$ cat config.mk
export PLATFORM = sky130hd
export DESIGN_NAME = regfile_cfg_bank
export DESIGN_NICKNAME = d
export VERILOG_FILES = /design/src/rtl/regfile_pkg.sv /design/src/rtl/regfile_addr_decode.sv /design/src/rtl/regfile_cfg_bank.sv
export SDC_FILE = /design/constraint.sdc
export NUM_CORES = 1
export LEC_CHECK = 0
export CAP_MARGIN = 20
export CORE_ASPECT_RATIO = 1.5
export CORE_MARGIN = 2
export CORE_UTILIZATION = 25
export DETAILED_ROUTE_END_ITERATION = 7
export PLACE_DENSITY_LB_ADDON = 0.1
export SLEW_MARGIN = 20
export SYNTH_ARGS = -nofsm -noshare
export SYNTH_HDL_FRONTEND = slang
export SYNTH_SLANG_ARGS = --single-unit
$ cat constraint.sdc
create_clock -name clk -period 10.65 [get_ports clk]
set_clock_uncertainty 0.2 [all_clocks]
set_input_delay 3.195 -clock clk [delete_from_list [all_inputs] [get_ports clk]]
set_output_delay 3.195 -clock clk [all_outputs]
set_load 0.05 [all_outputs]
$ cat src/rtl/regfile_pkg.sv
// regfile_pkg
//   Shared definitions for the configuration register bank: default
//   parameter values, the default register map and the access-type enum
//   that the address decoder produces.
//   No ports (package).
package regfile_pkg;

  localparam int          DEF_DATA_W    = 16;
  localparam int          DEF_ADDR_W    = 14;
  localparam int          DEF_N_RW      = 11;
  localparam int unsigned DEF_RW_BASE   = 'h1;
  localparam int          DEF_N_STAT    = 2;
  localparam int unsigned DEF_STAT_BASE = 'h40;
  localparam int unsigned DEF_EVT_ADDR  = 'h42;
  localparam int unsigned DEF_CMD_ADDR  = 'h80;
  localparam int          DEF_N_CMD     = 10;

  // Access behaviour of a decoded address.
  typedef enum logic [2:0] {
    ACC_RW,    // config register or IRQ mask
    ACC_RO,    // status word
    ACC_W1C,   // sticky event register
    ACC_WOC,   // write-only command register
    ACC_NONE   // unmapped
  } acc_e;

endpackage

$ cat src/rtl/regfile_addr_decode.sv
// regfile_addr_decode
//   Purely combinational address decoder. Maps a full-width address to an
//   access type and an index inside that region. The IRQ mask register is
//   reported as ACC_RW with index N_RW (one past the last config register).
//   Ports:
//     i_addr  in  ADDR_W  register address
//     o_acc   out acc_e   access type
//     o_idx   out IDX_W   index within the region
module regfile_addr_decode
  import regfile_pkg::*;
#(
  parameter int          ADDR_W    = DEF_ADDR_W,
  parameter int          N_RW      = DEF_N_RW,
  parameter int unsigned RW_BASE   = DEF_RW_BASE,
  parameter int          N_STAT    = DEF_N_STAT,
  parameter int unsigned STAT_BASE = DEF_STAT_BASE,
  parameter int unsigned EVT_ADDR  = DEF_EVT_ADDR,
  parameter int unsigned CMD_ADDR  = DEF_CMD_ADDR,
  parameter int          IDX_W     = 4
) (
  input  logic [ADDR_W-1:0] i_addr,
  output acc_e              o_acc,
  output logic [IDX_W-1:0]  o_idx
);

  // Compare in 32 bits so base+count can never wrap; every address bit
  // participates, so there is no aliasing.
  logic [31:0] w_addr;
  assign w_addr = 32'(i_addr);

  // NOTE: every output gets a default first so no path leaves it unassigned, which would infer a latch.
  always_comb begin
    o_acc = ACC_NONE;
    o_idx = '0;
    if (w_addr >= RW_BASE && w_addr < RW_BASE + 32'(N_RW)) begin
      o_acc = ACC_RW;
      o_idx = IDX_W'(w_addr - RW_BASE);
    end else if (w_addr >= STAT_BASE && w_addr < STAT_BASE + 32'(N_STAT)) begin
      o_acc = ACC_RO;
      o_idx = IDX_W'(w_addr - STAT_BASE);
    end else if (w_addr == EVT_ADDR) begin
      o_acc = ACC_W1C;
    end else if (w_addr == EVT_ADDR + 32'd1) begin
      o_acc = ACC_RW;
      o_idx = IDX_W'(N_RW);
    end else if (w_addr == CMD_ADDR) begin
      o_acc = ACC_WOC;
    end
  end

endmodule

$ cat src/rtl/regfile_cfg_bank.sv
// regfile_cfg_bank
//   Memory-mapped configuration bank: N_RW read/write config registers,
//   N_STAT read-only status words, a sticky W1C event register with an IRQ
//   mask, and a write-only command register producing one-cycle pulses.
//   Ports:
//     clk, rst            clock; asynchronous active-high reset
//     wr_en, rd_en        write / read strobes
//     addr, write_data    register address, write data
//     read_data, rd_valid registered read data, valid for one cycle
//     addr_err            one-cycle pulse on unmapped access
//     cfg_q               flattened config registers (reg i at [i*DATA_W +: DATA_W])
//     status_in           status words (word i at [i*DATA_W +: DATA_W])
//     event_in            event set pulses
//     irq                 registered OR of (events & mask)
//     cmd_pulse           command pulses
module regfile_cfg_bank
  import regfile_pkg::*;
#(
  parameter int          DATA_W    = DEF_DATA_W,
  parameter int          ADDR_W    = DEF_ADDR_W,
  parameter int          N_RW      = DEF_N_RW,
  parameter int unsigned RW_BASE   = DEF_RW_BASE,
  parameter int          N_STAT    = DEF_N_STAT,
  parameter int unsigned STAT_BASE = DEF_STAT_BASE,
  parameter int unsigned EVT_ADDR  = DEF_EVT_ADDR,
  parameter int unsigned CMD_ADDR  = DEF_CMD_ADDR,
  parameter int          N_CMD     = DEF_N_CMD
) (
  input  logic                     clk,
  input  logic                     rst,
  input  logic                     wr_en,
  input  logic                     rd_en,
  input  logic [ADDR_W-1:0]        addr,
  input  logic [DATA_W-1:0]        write_data,
  output logic [DATA_W-1:0]        read_data,
  output logic                     rd_valid,
  output logic                     addr_err,
  output logic [N_RW*DATA_W-1:0]   cfg_q,
  input  logic [N_STAT*DATA_W-1:0] status_in,
  input  logic [DATA_W-1:0]        event_in,
  output logic                     irq,
  output logic [N_CMD-1:0]         cmd_pulse
);

  // Index must cover config 0..N_RW-1, the mask slot N_RW, and status words.
  localparam int IDX_N = (N_RW + 1 > N_STAT) ? N_RW + 1 : N_STAT;
  localparam int IDX_W = (IDX_N > 1) ? $clog2(IDX_N) : 1;

  acc_e             w_acc;
  logic [IDX_W-1:0] w_idx;
  logic [DATA_W-1:0] w_rd_val;
  logic [DATA_W-1:0] w_evt_clr;
  logic              w_wr_rw;

  logic [DATA_W-1:0] r_cfg [N_RW];
  logic [DATA_W-1:0] r_mask;
  logic [DATA_W-1:0] r_evt;
  logic [DATA_W-1:0] r_read_data;
  logic              r_rd_valid;
  logic              r_addr_err;
  logic              r_irq;
  logic [N_CMD-1:0]  r_cmd_pulse;

  regfile_addr_decode #(
    .ADDR_W    (ADDR_W),
    .N_RW      (N_RW),
    .RW_BASE   (RW_BASE),
    .N_STAT    (N_STAT),
    .STAT_BASE (STAT_BASE),
    .EVT_ADDR  (EVT_ADDR),
    .CMD_ADDR  (CMD_ADDR),
    .IDX_W     (IDX_W)
  ) u_decode (
    .i_addr (addr),
    .o_acc  (w_acc),
    .o_idx  (w_idx)
  );

  assign w_wr_rw   = wr_en && (w_acc == ACC_RW);
  assign w_evt_clr = (wr_en && (w_acc == ACC_W1C)) ? write_data : '0;

  // Read mux works on pre-write state, so a same-cycle read/write returns
  // the old value. Command and unmapped addresses read as zero.
  always_comb begin
    w_rd_val = '0;
    case (w_acc)
      ACC_RW: begin
        for (int i = 0; i < N_RW; i++)
          if (w_idx == IDX_W'(i)) w_rd_val = r_cfg[i];
        if (w_idx == IDX_W'(N_RW)) w_rd_val = r_mask;
      end
      ACC_RO: begin
        for (int i = 0; i < N_STAT; i++)
          if (w_idx == IDX_W'(i)) w_rd_val = status_in[i*DATA_W +: DATA_W];
      end
      ACC_W1C: w_rd_val = r_evt;
      default: w_rd_val = '0;
    endcase
  end

  // NOTE: the config array is reset explicitly; its contents are visible on cfg_q and must be 0 in reset.
  // NOTE: sequential state uses non-blocking assignments so every register samples pre-edge values.
  always_ff @(posedge clk or posedge rst) begin
    if (rst) begin
      for (int i = 0; i < N_RW; i++) r_cfg[i] <= '0;
      r_mask <= '0;
    end else if (w_wr_rw) begin
      for (int i = 0; i < N_RW; i++)
        if (w_idx == IDX_W'(i)) r_cfg[i] <= write_data;
      if (w_idx == IDX_W'(N_RW)) r_mask <= write_data;
    end
  end

  // Set after clear: a coincident event_in bit survives its W1C write.
  always_ff @(posedge clk or posedge rst) begin
    if (rst) begin
      r_evt <= '0;
      r_irq <= 1'b0;
    end else begin
      r_evt <= (r_evt & ~w_evt_clr) | event_in;
      r_irq <= |(r_evt & r_mask);
    end
  end

  always_ff @(posedge clk or posedge rst) begin
    if (rst) begin
      r_read_data <= '0;
      r_rd_valid  <= 1'b0;
      r_addr_err  <= 1'b0;
      r_cmd_pulse <= '0;
    end else begin
      if (rd_en) r_read_data <= w_rd_val;
      r_rd_valid  <= rd_en;
      r_addr_err  <= (wr_en || rd_en) && (w_acc == ACC_NONE);
      r_cmd_pulse <= (wr_en && (w_acc == ACC_WOC)) ? write_data[N_CMD-1:0] : '0;
    end
  end

  for (genvar g = 0; g < N_RW; g++) begin : g_cfg_q
    assign cfg_q[g*DATA_W +: DATA_W] = r_cfg[g];
  end

  assign read_data = r_read_data;
  assign rd_valid  = r_rd_valid;
  assign addr_err  = r_addr_err;
  assign irq       = r_irq;
  assign cmd_pulse = r_cmd_pulse;

endmodule
==> flow_metrics.tcl, run 1 <==
set metrics [dict create \
    outcome "finished, final reports clean" \
    ys_warn_count 0 \
    setup_violations 0 \
    path_class "input port to register" \
    areaGrowthSynthToFinish_pct 38.8 \
    fmax_mhz 136 \
    cts_hold_buf 0 \
    core_area_mm2 0.0454 \
    r2r-start "cfg_q[71]" \
    start_util_pct 25.2 \
    rsz0062_at_grt "no" \
    vdd_ir_drop_max_uv 74.1 \
    post_cts_buffers 0 \
    antenna_left 0 \
    worstHoldStart "read_data[8]" \
    drv_cap 0 \
    die_area_mm2 0.0475 \
    synth.avg_cell_area_um2 11.8 \
    period_share_pct 69.3 \
    fin_nets 1326 \
    drive_gt1_share_pct 22.8 \
    synth-seq-cells 237 \
    fill_cells 4555 \
    cts_root_buf "clkbuf_16" \
    first_pass_iters 6 \
    cts_inserted_buffers 27 \
    required_ps 10880 \
    clkSlewWorstSetupHoldPaths_ps 60 \
    start_kind "input port" \
    ys.flop_type "dfrtp_1" \
    htreeDepth 1 \
    syn-num-nets 1053 \
    gp_congestion 0.873 \
    fin_setup_tns_ps 0 \
    hold_viol 0 \
    slew_violations 0 \
    first_global_vias 10300 \
    rows 96 \
    netlist.area_leader.share_pct 51.9 \
    relSlewSlack_pct 31.1 \
    worstPathMaxFanout 15 \
    gr-usage-all-layers_pct 22.8 \
    synthCells 966 \
    synthDistinctLibCells 70 \
    worst_slew_pin_slew_ps 1030 \
    yosysTopAreaCell "dfrtp_1" \
    placed_area_mm2 0.0150 \
    synthArstFlopShare_pct 100 \
    grt_max_degree 122 \
    stdcell_area_mm2 0.0159 \
    port_buffers 286 \
    cts_num_sinks 237 \
    cp-startpoint "addr[0]" \
    multiInputGateArea_mm2 0.00518 \
    synth_common_cells "dfrtp_1, mux2_2, nand2_1, clkbuf_1, nor2_1" \
    p_leak_uw 0.00689 \
    wl_per_cell_um 29.5 \
    yosysMostFrequentCell "dfrtp_1" \
    syn_area_mm2 0.0114 \
    dp_slack_ps 2740 \
    powerDensity_mw_per_mm2 123 \
    io_pins 287 \
    fp.dieH_um 266 \
    cts_tree "built" \
    synth_area_leaders "dfrtp_1, mux2_2, nand2_1, o21ai_0, a222oi_1" \
    dp_hpwl_um 38800 \
    drc 0 \
    finalCriticalPeriod_ps 7380 \
    grt-ovfl-total 0 \
    drt-initial-drc-count 807 \
    hold_class "register to register" \
    antenna_found_initial 1 \
    seq_area_mm2 0.00593 \
    fin_ws_ps 3270 \
    vias 9562 \
    routed_wl_um 54400 \
    cp_data_arrival_time_ps 7610 \
    clk_latency_ps 570 \
    end_kind "register" \
    synth_edf_count 0 \
    synth_seq_area_share_pct 51.9 \
    antennaDiodeCount 0 \
    finalCoreUtilization_pct 34.9 \
    vias_per_cell 5.18 \
    fp.dieW_um 179 \
    ctsResizeCount 0 \
    grt_pass1_wl_um 76600 \
    cts_max_path_buffers 3 \
]
area by class of cell:
| cell class | count | share of cell area (%) |
|---|---|---|
| Sequential cell | 237 | 37.4 |
| Multi-Input combinational cell | 649 | 32.6 |
| Timing Repair Buffer | 312 | 19.4 |
| Clock buffer | 41 | 5.10 |
| Tap cell | 588 | 4.64 |
| Clock inverter | 8 | 0.544 |
| Inverter | 12 | 0.331 |
routing by layer:
metal | up-vias | global-route usage (%) | wire, um
li1 | 4186 | - | -
met4 | 0 | 8.09 | 1930
met2 | 358 | 40.9 | 28400
met3 | 89 | 3.21 | 3060
met1 | 4929 | 27.5 | 21100
met5 | - | 0 | 0
cells by family (layout without fill, tap and decap cells):
family	count (synthesis)	after routing	synth area share, %
flip-flops	237	237	51.9
multiplexers	190	190	18.7
buffers and inverters	80	373	3.16
AND/OR/NAND/NOR	223	223	10.0
adder cells (fa/ha/maj)	5	5	0.547
AO/OA/AOI/OAI	231	231	15.7
critical path: stages:
cell and delay, ps:
clkdlybuf4s50_1 840, inv_1 250, ha_1 330, nor4b_2 200, a211o_1 610, a21oi_4 400
and2_1 420, and2_1 630, buf_4 360, mux2_2 360
cell usage in the layout (no fill, tap or decap), types with 6 or more instances in the layout:
cell type and count:
a211oi_1 7, a21o_1 19, a21oi_1 28, a221o_1 13, a221oi_1 17, a222oi_1 15
a22o_1 14, a22oi_1 19, a31oi_1 6, and2_1 22, buf_4 25, clkbuf_1 6
clkbuf_16 27, clkbuf_8 8, clkdlybuf4s50_1 286, dfrtp_1 237, inv_1 11, mux2_2 189
nand2_1 85, nand3_1 10, nand4_1 9, nor2_1 31, nor3_1 11, nor4_1 7
o211ai_1 8, o21a_1 6, o21ai_0 31, o22ai_1 6, o31ai_1 9
path summary, 6_finish.rpt:
check / cells after the start / end / slack [ps]
max reg2reg: 5 / read_data[7] / 8790
max: 10 / cfg_q[54] / 3270
min: 2 / read_data[8] / 310
max in group asynchronous: 3 / cfg_q[70] / 6020
min reg2reg: 2 / read_data[8] / 310
min in group asynchronous: 2 / cmd_pulse[7] / 2940
flip-flops by register name, summed over array words and instances (netlist names):
name	cells
r_mask	16
cfg_q	176
irq	1
r_evt	16
addr_err	1
rd_valid	1
read_data	16
cmd_pulse	10
where the power goes:
group | internal [uW] | switching, uW
registers | 902 | 0.799
logic | 38.5 | 65.9
clock network | 549 | 403
total | 1490 | 470
through the flow:
step | instances | total power, uW | hold WS [ps]
after global routing | 1847 | 2030 | 342
after detailed placement | 1798 | 1020 | 300
after floorplan | 966 | 963 | 271
after global placement | 1798 | 1020 | 294
final | 1847 | 1960 | 313
after CTS | 1847 | 1990 | 316
(Power assumes the default switching activity.)
==> run 2: changes to the inputs <==
==> constraint.sdc (replaced) <==
create_clock -name clk -period 7.71 [get_ports clk]
set_clock_uncertainty 0.2 [all_clocks]
set_input_delay 2.313 -clock clk [delete_from_list [all_inputs] [get_ports clk]]
set_output_delay 2.313 -clock clk [all_outputs]
set_load 0.05 [all_outputs]
==> run 2 against run 1 <==
  * Sequential power grew 39%
  * Non-clock buffer count grew 10
  * Power rose by 40%
  * Highest routed layer unchanged
  * Sequential share of layout area fell by 0.29 points
  * Die area stayed put
  * Hold slack got worse by 3.2 ps
  * Critical path type unchanged
  * Critical path depth unchanged
  * Register-to-register slack worse by 2900 ps
  * Routed wire length grew 0.43%
==> flow_metrics.tcl, run 2 (synthesis results as in run 1) <==
set metrics [dict create \
    multiInputGateArea_mm2 0.00517 \
    end_kind "register" \
    final_cell_count_no_fill 1857 \
    cts_inserted_buffers 27 \
    first_global_vias 10200 \
    rsz0062_at_grt "no" \
    start_util_pct 25.2 \
    vias_per_cell 5.23 \
    period_share_pct 83.7 \
    p_leak_uw 0.00694 \
    antennaDiodeCount 0 \
    slew_violations 0 \
    p_comb_share_pct 5.4 \
    routed_wl_um 54700 \
    fmax_mhz 155 \
    first_pass_iters 5 \
    cp_data_arrival_time_ps 6680 \
    p_sw_share_pct 23.6 \
    largest_reg_flops 176 \
    drc 0 \
    gp_congestion 0.860 \
    outcome "finished, final reports clean" \
    finalCriticalPeriod_ps 6450 \
    io_pins 287 \
    grt_max_degree 154 \
    antenna_found_initial 0 \
    pwr-share-seq_pct 45.4 \
    core_area_mm2 0.0454 \
    grt_pass1_wl_um 76700 \
    vdd_ir_drop_max_uv 116 \
    cts_root_buf "clkbuf_16" \
    p_int_uw 2100 \
    dp_hpwl_um 40200 \
    relSlewSlack_pct 27.8 \
    fin_nets 1336 \
    gr-usage-all-layers_pct 22.9 \
    pwr-share-clk_pct 49.2 \
    hold_class "register to register" \
    p_sw_uw 650 \
    most-common-layout-cells "clkdlybuf4s50_1, dfrtp_1, mux2_2, nand2_1, buf_4" \
    rows 96 \
    clkSlewWorstSetupHoldPaths_ps 60 \
    place_inst 1808 \
    wl_per_cell_um 29.4 \
    start_kind "input port" \
    drive_gt1_share_pct 23.7 \
    path_class "input port to register" \
    worst_slew_pin_slew_ps 1080 \
    hold_viol 0 \
    cts_tree "built" \
    die_area_mm2 0.0475 \
    clk_latency_ps 560 \
    cts_num_sinks 237 \
    powerDensity_mw_per_mm2 172 \
    seq_area_mm2 0.00593 \
    areaGrowthSynthToFinish_pct 39.8 \
    drv_cap 0 \
    grt-ovfl-total 0 \
    cts_max_path_buffers 3 \
    fp.dieW_um 179 \
    vias 9718 \
    required_ps 7940 \
    setup_violations 0 \
    final_common_cell "clkdlybuf4s50_1" \
    fp.dieH_um 266 \
    post_cts_buffers 0 \
    worstPathMaxFanout 15 \
    antenna_left 0 \
    ctsResizeCount 0 \
    drt-initial-drc-count 730 \
    fin_setup_tns_ps 0 \
    cts_hold_buf 0 \
    htreeDepth 1 \
    fill_cells 4589 \
    port_buffers 286 \
]
## run 2: cell count changes in the layout (fill, tap and decap cells not counted), moves of 2 or more
cell | previous run | this run
buf_4 | 25 | 33
clkbuf_1 | 6 | 3
and2_1 | 22 | 20
and2_2 | 0 | 2
buf_12 | 1 | 3
inv_6 | 1 | 3
## run 2: final cells by class
cell class / count / share of cell area [%]
Clock inverter: 10 / 0.736
Multi-Input combinational cell: 649 / 32.4
Inverter: 12 / 0.305
Tap cell: 588 / 4.60
Clock buffer: 39 / 5.07
Sequential cell: 237 / 37.1
Timing Repair Buffer: 322 / 19.8
## run 2: worst paths after layout
path / start / to / slack (ps) / depth (start not counted)
max in group asynchronous: rst / cfg_q[92] / 4250 / 3
min in group asynchronous: rst / cmd_pulse[4] / 1820 / 2
worst min-delay path: r_evt[11] / r_evt[11] / 310 / 1
worst min register to register: r_evt[11] / r_evt[11] / 310 / 1
worst max register to register: cfg_q[71] / read_data[7] / 5870 / 5
worst max-delay path: addr[1] / cfg_q[42] / 1260 / 10
## run 2: per-stage QoR
stage	setup WS [ps]	cell area, um^2	total power [uW]	utilization [%]	hold WS (ps)
2_1_floorplan	2090	11400	1330	-	271
3_3_place_gp	663	15100	1420	33.2	289
3_5_place_dp	729	15100	1420	33.2	295
4_1_cts	1300	16000	2780	35.2	308
5_1_grt	1130	16000	2840	35.2	346
6_report	1260	16000	2750	35.2	310
## run 2: critical path, stage by stage
cell	delay [ps]
clkdlybuf4s50_1	780
inv_1	200
ha_1	300
nor4b_2	210
a211o_1	600
a21oi_4	420
nand2_2	160
nor4_4	930
buf_4	390
mux2_2	360
## run 2: routing by layer
metal  global-route usage (%)  vias up  share of wire (%)
met3                     2.88       96                5.4
met5                        0        -                  0
li1                         -     4212                  -
met4                     9.43        0                4.4
met1                     27.8     5035                 39
met2                     40.4      375                 52
## run 2: power by group through the flow
stage / Combinational, uW / Sequential [uW] / Clock [uW]
2_1_floorplan: 55.6 / 1280 / 0
3_3_place_gp: 151 / 1270 / 0
3_5_place_dp: 151 / 1270 / 0
4_1_cts: 151 / 1250 / 1380
5_1_grt: 160 / 1250 / 1440
6_report: 148 / 1250 / 1350
